--- config.mk ---
export PLATFORM = sky130hd
export DESIGN_NAME = filter3x3_mac_sched
export DESIGN_NICKNAME = d
export VERILOG_FILES = /design/src/rtl/filter3x3_mac_sched.sv
export SDC_FILE = /design/constraint.sdc
export NUM_CORES = 1
export LEC_CHECK = 0
export CORE_ASPECT_RATIO = 1.1
export CORE_UTILIZATION = 46
export CTS_CLUSTER_SIZE = 14
export DETAILED_ROUTE_END_ITERATION = 8
export PLACE_DENSITY = 0.77
export SYNTH_ARGS = -nofsm -noshare
export SYNTH_HDL_FRONTEND = slang
export SYNTH_SLANG_ARGS = --single-unit
--- constraint.sdc ---
create_clock -name clk -period 7 [get_ports clk]
set_clock_uncertainty 0.1 [all_clocks]
set_input_delay 1.75 -clock clk [delete_from_list [all_inputs] [get_ports clk]]
set_output_delay 1.75 -clock clk [all_outputs]
set_load 0.02 [all_outputs]
--- src/rtl/filter3x3_mac_sched.sv ---
// One 3x3 filter window per job, time-multiplexed through an external shared qmults multiplier.
// Nine taps are issued back to back, the signed-magnitude products are summed, then rounded and clamped to 8 bits.
module filter3x3_mac_sched #(
  parameter int FP_WORD_LENGTH = 32,
  parameter int FP_FRAC_LENGTH = 15,
  parameter int MULT_LAT       = 8
) (
  input  logic                          clk,
  input  logic                          reset,
  input  logic                          in_valid,
  output logic                          in_ready,
  input  logic [71:0]                   pix_win,
  input  logic [9*FP_WORD_LENGTH-1:0]   coef_win,
  output logic [7:0]                    mult_a,
  output logic [FP_WORD_LENGTH-1:0]     mult_b,
  output logic                          mult_valid,
  input  logic [FP_WORD_LENGTH-1:0]     mult_y,
  output logic                          out_valid,
  input  logic                          out_ready,
  output logic [7:0]                    pix_out,
  output logic                          busy
);

  localparam int W     = FP_WORD_LENGTH;
  localparam int AW    = W + 4;
  localparam int CYC_W = $clog2(MULT_LAT + 9);

  localparam logic [1:0] S_IDLE = 2'd0;
  localparam logic [1:0] S_RUN  = 2'd1;
  localparam logic [1:0] S_OUT  = 2'd2;

  localparam logic [CYC_W-1:0] CYC_LAST_TAP  = CYC_W'(8);
  localparam logic [CYC_W-1:0] CYC_FIRST_ADD = CYC_W'(MULT_LAT);
  localparam logic [CYC_W-1:0] CYC_LAST      = CYC_W'(MULT_LAT + 8);

  logic [1:0]         state_reg;
  logic [CYC_W-1:0]   cyc_reg;
  logic [AW-1:0]      acc_reg;
  logic [71:0]        pix_reg;
  logic [9*W-1:0]     coef_reg;
  logic [7:0]         pix_out_reg;

  logic [7:0]         pix_tap  [9];
  logic [W-1:0]       coef_tap [9];
  logic [3:0]         tap_idx;
  logic               issue_tap;

  logic [AW-1:0]      mag_ext;
  logic [AW-1:0]      term;
  logic [AW-1:0]      acc_sum;
  logic [AW-1:0]      rounded;
  logic [AW-1:0]      shifted;
  logic [7:0]         pix_next;

  genvar gi;
  generate
    for (gi = 0; gi < 9; gi++) begin : g_tap
      assign pix_tap[gi]  = pix_reg[8*gi +: 8];
      assign coef_tap[gi] = coef_reg[W*gi +: W];
    end
  endgenerate

  assign tap_idx   = cyc_reg[3:0];
  assign issue_tap = (state_reg == S_RUN) && (cyc_reg <= CYC_LAST_TAP);

  // Past the ninth tap the multiplier is still clocked with zeros so earlier taps drain out.
  assign mult_valid = (state_reg == S_RUN);
  assign mult_a     = issue_tap ? pix_tap[tap_idx]  : 8'd0;
  assign mult_b     = issue_tap ? coef_tap[tap_idx] : '0;

  assign in_ready  = (state_reg == S_IDLE);
  assign out_valid = (state_reg == S_OUT);
  assign busy      = (state_reg != S_IDLE);
  assign pix_out   = pix_out_reg;

  // Negative zero yields -0 == 0, so it needs no special case.
  assign mag_ext  = {{(AW-W+1){1'b0}}, mult_y[W-2:0]};
  assign term     = mult_y[W-1] ? (-mag_ext) : mag_ext;
  assign acc_sum  = acc_reg + term;
  assign rounded  = acc_sum + (AW'(1) << (FP_FRAC_LENGTH - 1));
  assign shifted  = rounded >> FP_FRAC_LENGTH;
  assign pix_next = acc_sum[AW-1]          ? 8'd0  :
                    (shifted > AW'(255))   ? 8'hFF : shifted[7:0];

  always_ff @(posedge clk) begin
    if (reset) begin
      state_reg   <= S_IDLE;
      cyc_reg     <= '0;
      acc_reg     <= '0;
      pix_reg     <= '0;
      coef_reg    <= '0;
      pix_out_reg <= '0;
    end else begin
      case (state_reg)
        S_IDLE: begin
          if (in_valid) begin
            pix_reg   <= pix_win;
            coef_reg  <= coef_win;
            acc_reg   <= '0;
            cyc_reg   <= '0;
            state_reg <= S_RUN;
          end
        end
        S_RUN: begin
          cyc_reg <= cyc_reg + 1'b1;
          if (cyc_reg >= CYC_FIRST_ADD) begin
            acc_reg <= acc_sum;
          end
          if (cyc_reg == CYC_LAST) begin
            pix_out_reg <= pix_next;
            state_reg   <= S_OUT;
          end
        end
        S_OUT: begin
          if (out_ready) begin
            state_reg <= S_IDLE;
          end
        end
        default: state_reg <= S_IDLE;
      endcase
    end
  end

endmodule

After elaboration in Yosys (flattened, before gate mapping)
Cells that the tools add are included.
{"block": "word_totals", "reg_bits": 411, "output_inout_bits": 52}
{"block": "classes", "order_cmp": 4, "n_eq_ne": 7, "bitwise": 1, "reduce_logical": 9, "n_mux": 20, "addsub": 4}
{"op": "binary-select mux 32 bit (select 4 bit)", "n": 1}
{"op": "2-to-1 mux 36 bit", "n": 3}
{"op": "2-to-1 mux 32 bit", "n": 3}
{"op": "one-hot mux 36 bit (2 select lines)", "n": 1}
{"op": "2-to-1 mux 8 bit", "n": 5}
{"op": "adder 36 x 15 -> 36 bit (second input constant)", "n": 1}
{"op": "adder 36 bit", "n": 1}
{"op": "negator 31 -> 36 bit", "n": 1}
{"op": "binary-select mux 8 bit (select 4 bit)", "n": 1}
{"op": "> comparator 21 x 8 -> 1 bit (second input constant)", "n": 1}
{"op": "one-hot mux 5 bit (2 select lines)", "n": 1}
{"op": "2-to-1 mux 2 bit", "n": 3}
{"op": "!= test 2 x 1 -> 1 bit (second input constant)", "n": 3}
{"op": "one-hot mux 2 bit (3 select lines)", "n": 1}
{"op": "AND reduction 2 bit", "n": 3}
{"op": "AND reduction 3 bit", "n": 2}
{"op": "adder 5 x 1 -> 5 bit (second input constant)", "n": 1}
{"op": "equality test 5 bit (second input constant)", "n": 1}
{"op": ">= comparator 5 x 4 -> 1 bit (second input constant)", "n": 1}
{"op": ">= comparator 5 bit (second input constant)", "n": 1}
{"op": "<= comparator 5 x 4 -> 1 bit (second input constant)", "n": 1}
{"op": "2-to-1 mux 5 bit", "n": 1}
{"op": "NOT 4 -> 5 bit", "n": 1}
{"op": "nonzero test 2 bit", "n": 2}
{"op": "other kinds (5)", "n": 5}

Logic depth before layout (Yosys ltp)
{"block": "logic_depth", "ltp_word": 7, "ltp_mapped": 24, "mapped_depth_nobuf": 23}

Worst setup path after synthesis
No wires, ideal clock.
{"block": "synth_timing", "kind": "input to register", "startpoint": "input port mult_y[1]", "endpoint": "register pix_out_reg[5] (netlist: pix_out[5])", "slack_ns": -0.355, "cell_stages": 22, "arrival_ns": 7.133, "required_ns": 6.778, "cell_sequence": "inv_1 ha_1 nand2_1 or2_2 or4_1 or3_1 nand2b_1 o21ai_0 xnor2_1 ha_1 nand2_1 o21ai_0 mux2i_1 o311a_1 o211ai_1 nor3_4 nand4_2 or4b_1 a211o_1 a211oi_2 nand4_2 a221o_1"}
{"block": "synth_via", "elab_chain_cells": 7}
{"item": "start: declaration", "line_no": "17", "text": "input logic [FP_WORD_LENGTH-1:0] mult_y,"}
{"item": "negator 31 -> 36 bit", "line_no": "78", "text": "assign term = mult_y[W-1] ? (-mag_ext) : mag_ext;"}
{"item": "2-to-1 mux 36 bit *", "line_no": "78"}
{"item": "adder 36 bit *", "line_no": "79", "text": "assign acc_sum = acc_reg + term;"}
{"item": "adder 36 x 15 -> 36 bit", "line_no": "80", "text": "assign rounded = acc_sum + (AW'(1) << (FP_FRAC_LENGTH - 1));"}
{"item": "> comparator 21 x 8 -> 1 bit", "line_no": "83", "text": "(shifted > AW'(255)) ? 8'hFF : shifted[7:0];"}
{"item": "2-to-1 mux 8 bit", "line_no": "83"}
{"item": "2-to-1 mux 8 bit *", "line_no": "82", "text": "assign pix_next = acc_sum[AW-1] ? 8'd0 :"}
{"item": "end signal: assignment", "line_no": "110", "text": "pix_out_reg <= pix_next;"}
{"item": "end: declaration", "line_no": "41", "text": "logic [7:0] pix_out_reg;"}
Mark *: on every way between the ends. The rest lies on a longest branch, timed or not.
A chain may end at the register's enable or synchronous reset.

Final worst setup path
{"block": "layout_timing", "startpoint": "input port mult_y[0]", "endpoint": "register pix_out_reg[5] (netlist: pix_out[5])"}
Same word-level chain as after synthesis.

==> results.toml <==
[status]
outcome = "finished clean"

[cts]
ctsHoldBuffers = 0
clock_latency_ps = 590
cts_tree = "yes"
cts-root-buf = "clkbuf_16"
numCtsBuffers = 44
clk_path_buf_depth = 3
cts.clk_slew.worst_paths_ps = 60
htreeDepth = 2
cts_sinks = 411

[setup_path]
endpoint_kind = "flop"
r2r_cells = 16
slowest_delay_ps = 530
cp.depth = 23
cpMaxStageDelayCell = "or4b_1"
cp.required_ps = 7370
crit_buf_inv = 4
critical_path_class = "in2reg"
crit_fanout = 8
worstPathCellList = "dlymetal6s2s_1 -> inv_1 -> ha_2 -> nand2_1 -> or2_4 -> or4_4 -> or3_4 -> o21ai_2 -> xnor2_2 -> ha_2 -> buf_4 -> buf_4 -> nand4_1 -> nor3_2 -> a21boi_4 -> nor4_1 -> nor4_4 -> nand4_2 -> or4b_1 -> a211o_1 -> a211oi_4 -> nand4_4 -> a221o_1"
cp-start-kind = "input pin"
r2r_start = "acc_reg[0]"
crit_path_start = "mult_y[0]"
critPathTopFamily = "simple AND/OR/NAND/NOR gates"
crit_arrival_ps = 7200

[yosys]
synthesis.nets = 2986
netlist.area_leader.share_pct = 40.4
synth_cell_types = 88
syn_area_mm2 = 0.0204
netlist.top_cell.by_area = "dfxtp_1"
yosys_warnings = 0
synth-edff-count = 0
syn_area_per_cell_um2 = 8.00
yosysSeqAreaShare_pct = 40.4
synth_seq_cells = 411
syn_inst = 2549
synthTopCellsByArea = "dfxtp_1 (40%), nand2_1 (14%), a21oi_1 (11%)"
async_flop_share_pct = 0
ys.flop_type = "dfxtp_1"

[timing]
report.final.slew_viol_count = 0
fmax_mhz = 146
rsz0062_at_grt = "no"
fin_crit_sh_pct = 97.6
whs_ps = 351
finalHoldViolations = 0
min_period_ps = 6830
max_slew.worst_pin.slew_ps = 1150
relSlewSlack_pct = 23.4
setup_violations = 0

[routing]
totalWireLength_um = 72400
via_per_inst = 5.61
vias = 20700
ant_nets = 0
wl_per_cell_um = 19.7
drt_iter0_markers = 1672
dr.pass1.iters = 6
drc = 0

[final_layout]
fin_nets = 3503
utilization_pct = 65.5
largest_reg_flops = 288
final_cell_mix = "nand2_1 (779), a21oi_1 (444), clkdlybuf4s50_1 (438), dfxtp_1 (407), buf_4 (204)"
layout_commonest_cell = "nand2_1"
num-fill-cells = 3681
layout.cells.non_filler = 3683
fin_area_mm2 = 0.0285
drive_gt1_share_pct = 14.9
area_growth_pct = 39.8

[grt]
met3_usage_pct = 5.19
grt_util_met2_pct = 53.4
track_usage_pct = 31.2
gr-max-usage-layer = "met2"
grt_max_degree = 208
grt_pass1_wl_um = 110000
antenna_found_initial = 14
grt_pass1_vias = 20100
grt.met1_usage_pct = 38.4
overflow = 0

[hold_path]
hold_class = "reg2reg"
holdCritStartpoint = "coef_reg[215]"
whs_path_depth = 2

[place]
dpl-instance-area_mm2 = 0.0264
placed_cells = 3569
hpwl_um = 52000
port-buffer-count = 447
gp_congestion = 0.934

[die]
die_w_um = 203
die_h_um = 223
ios = 448
num_rows = 80
dieArea_mm2 = 0.0452
coreArea_mm2 = 0.0435
initial_core_util_pct = 46.8

[pwr]
powerDensity_mw_per_mm2 = 212
vdd_ir_drop_max_mv = 0.188
p_leak_nw = 10.8

[flow_run]
maxCapViolCount = 0
## cell usage after synthesis, types with 4 or more instances
cell	count
or2_2	4
xor2_1	9
nor3b_1	5
o21ai_0	36
o21a_1	7
nor2b_1	4
or4_1	6
o211ai_1	10
ha_1	40
nand2b_1	9
and3_1	5
o21ai_1	10
a22oi_1	33
buf_1	20
mux4_2	80
mux2i_1	43
nor3_1	16
o31a_1	4
buf_2	12
xnor2_1	47
inv_1	17
nor4_1	8
nand3_1	14
a21o_1	11
a211oi_1	7
clkbuf_1	153
a21oi_1	452
nand4_1	9
a211o_1	4
or3_1	13
and2_1	11
a31oi_1	5
o31ai_1	7
nor2_1	168
nand2_1	787
dfxtp_1	411
## worst reg2reg max path, stage by stage, from the launching register on
cell       delay [ps]
dfxtp_1           340
ha_1              210
inv_1              70
fa_1              420
nor2b_4           150
o2111ai_2         260
a211oi_2          650
or4_1             200
and4_4            250
buf_4             120
and4_4            240
nand2_4            70
or4b_1            470
a211o_1           340
a211oi_4          250
nand4_4           200
a221o_1           350
## routing by layer
metal	wire length, µm	share of wire [%]	vias up
met1	28900	40	9875
met5	16	0.022	-
met2	35900	50	842
met4	2720	3.8	2
met3	4870	6.7	133
li1	-	-	9804
## stage by stage
step	total power (W)	TNS [ps]	worst slack, ps
3_3_place_gp	0.00358	-6210	-866
5_1_grt	0.00624	0	37.5
6_report	0.00603	0	170
2_1_floorplan	0.00309	0	0.0884
4_1_cts	0.00603	0	12.0
3_5_place_dp	0.00360	-7280	-999
## worst paths after layout
check / slack (ps) / end
hold / removal: 350 / coef_reg[215]
hold reg to reg: 350 / coef_reg[215]
setup reg to reg: 2190 / pix_out[5]
setup / recovery: 170 / pix_out[5]
## repair_timing
action	in CTS	in global routing
resized for setup	31	56
endpoints found under the setup margin	8	8
endpoints found under the hold margin	0	0
cloned	0	0
buffers inserted	13	12
pin swaps	23	42
## cells by family (layout without fill, tap and decap cells)
| family | count (synthesis) | count (layout) | share of synthesized area (%) |
|---|---|---|---|
| fa+ha+maj | 41 | 41 | 2.55 |
| buf+inv | 203 | 749 | 3.81 |
| simple gates | 1081 | 1081 | 21.9 |
| other cells | 0 | 14 | 0 |
| compound gates | 631 | 631 | 17.8 |
| xor+xnor | 58 | 58 | 2.62 |
| flops | 411 | 411 | 40.4 |
| mux | 124 | 124 | 11.0 |
## area by class of cell
| type | instances | area (µm²) | share of cell area [%] |
|---|---|---|---|
| Inverter | 18 | 67.6 | 0.237 |
| Clock inverter | 13 | 231 | 0.812 |
| Antenna cell | 14 | 35.0 | 0.123 |
| Multi-Input combinational cell | 1935 | 11800 | 41.5 |
| Sequential cell | 411 | 8240 | 28.9 |
| Clock buffer | 62 | 1260 | 4.42 |
| Tap cell | 574 | 718 | 2.52 |
| Timing Repair Buffer | 656 | 6120 | 21.5 |
## power breakdown
group          switching (W)  internal (W)  total (W)  leakage (nW)
Clock               0.000995       0.00144    0.00244         0.732
Sequential         0.0000728       0.00246    0.00253          3.37
Combinational       0.000528      0.000531    0.00106          6.68
Total                0.00160       0.00443    0.00603          10.8
(Power assumes the default switching activity.)
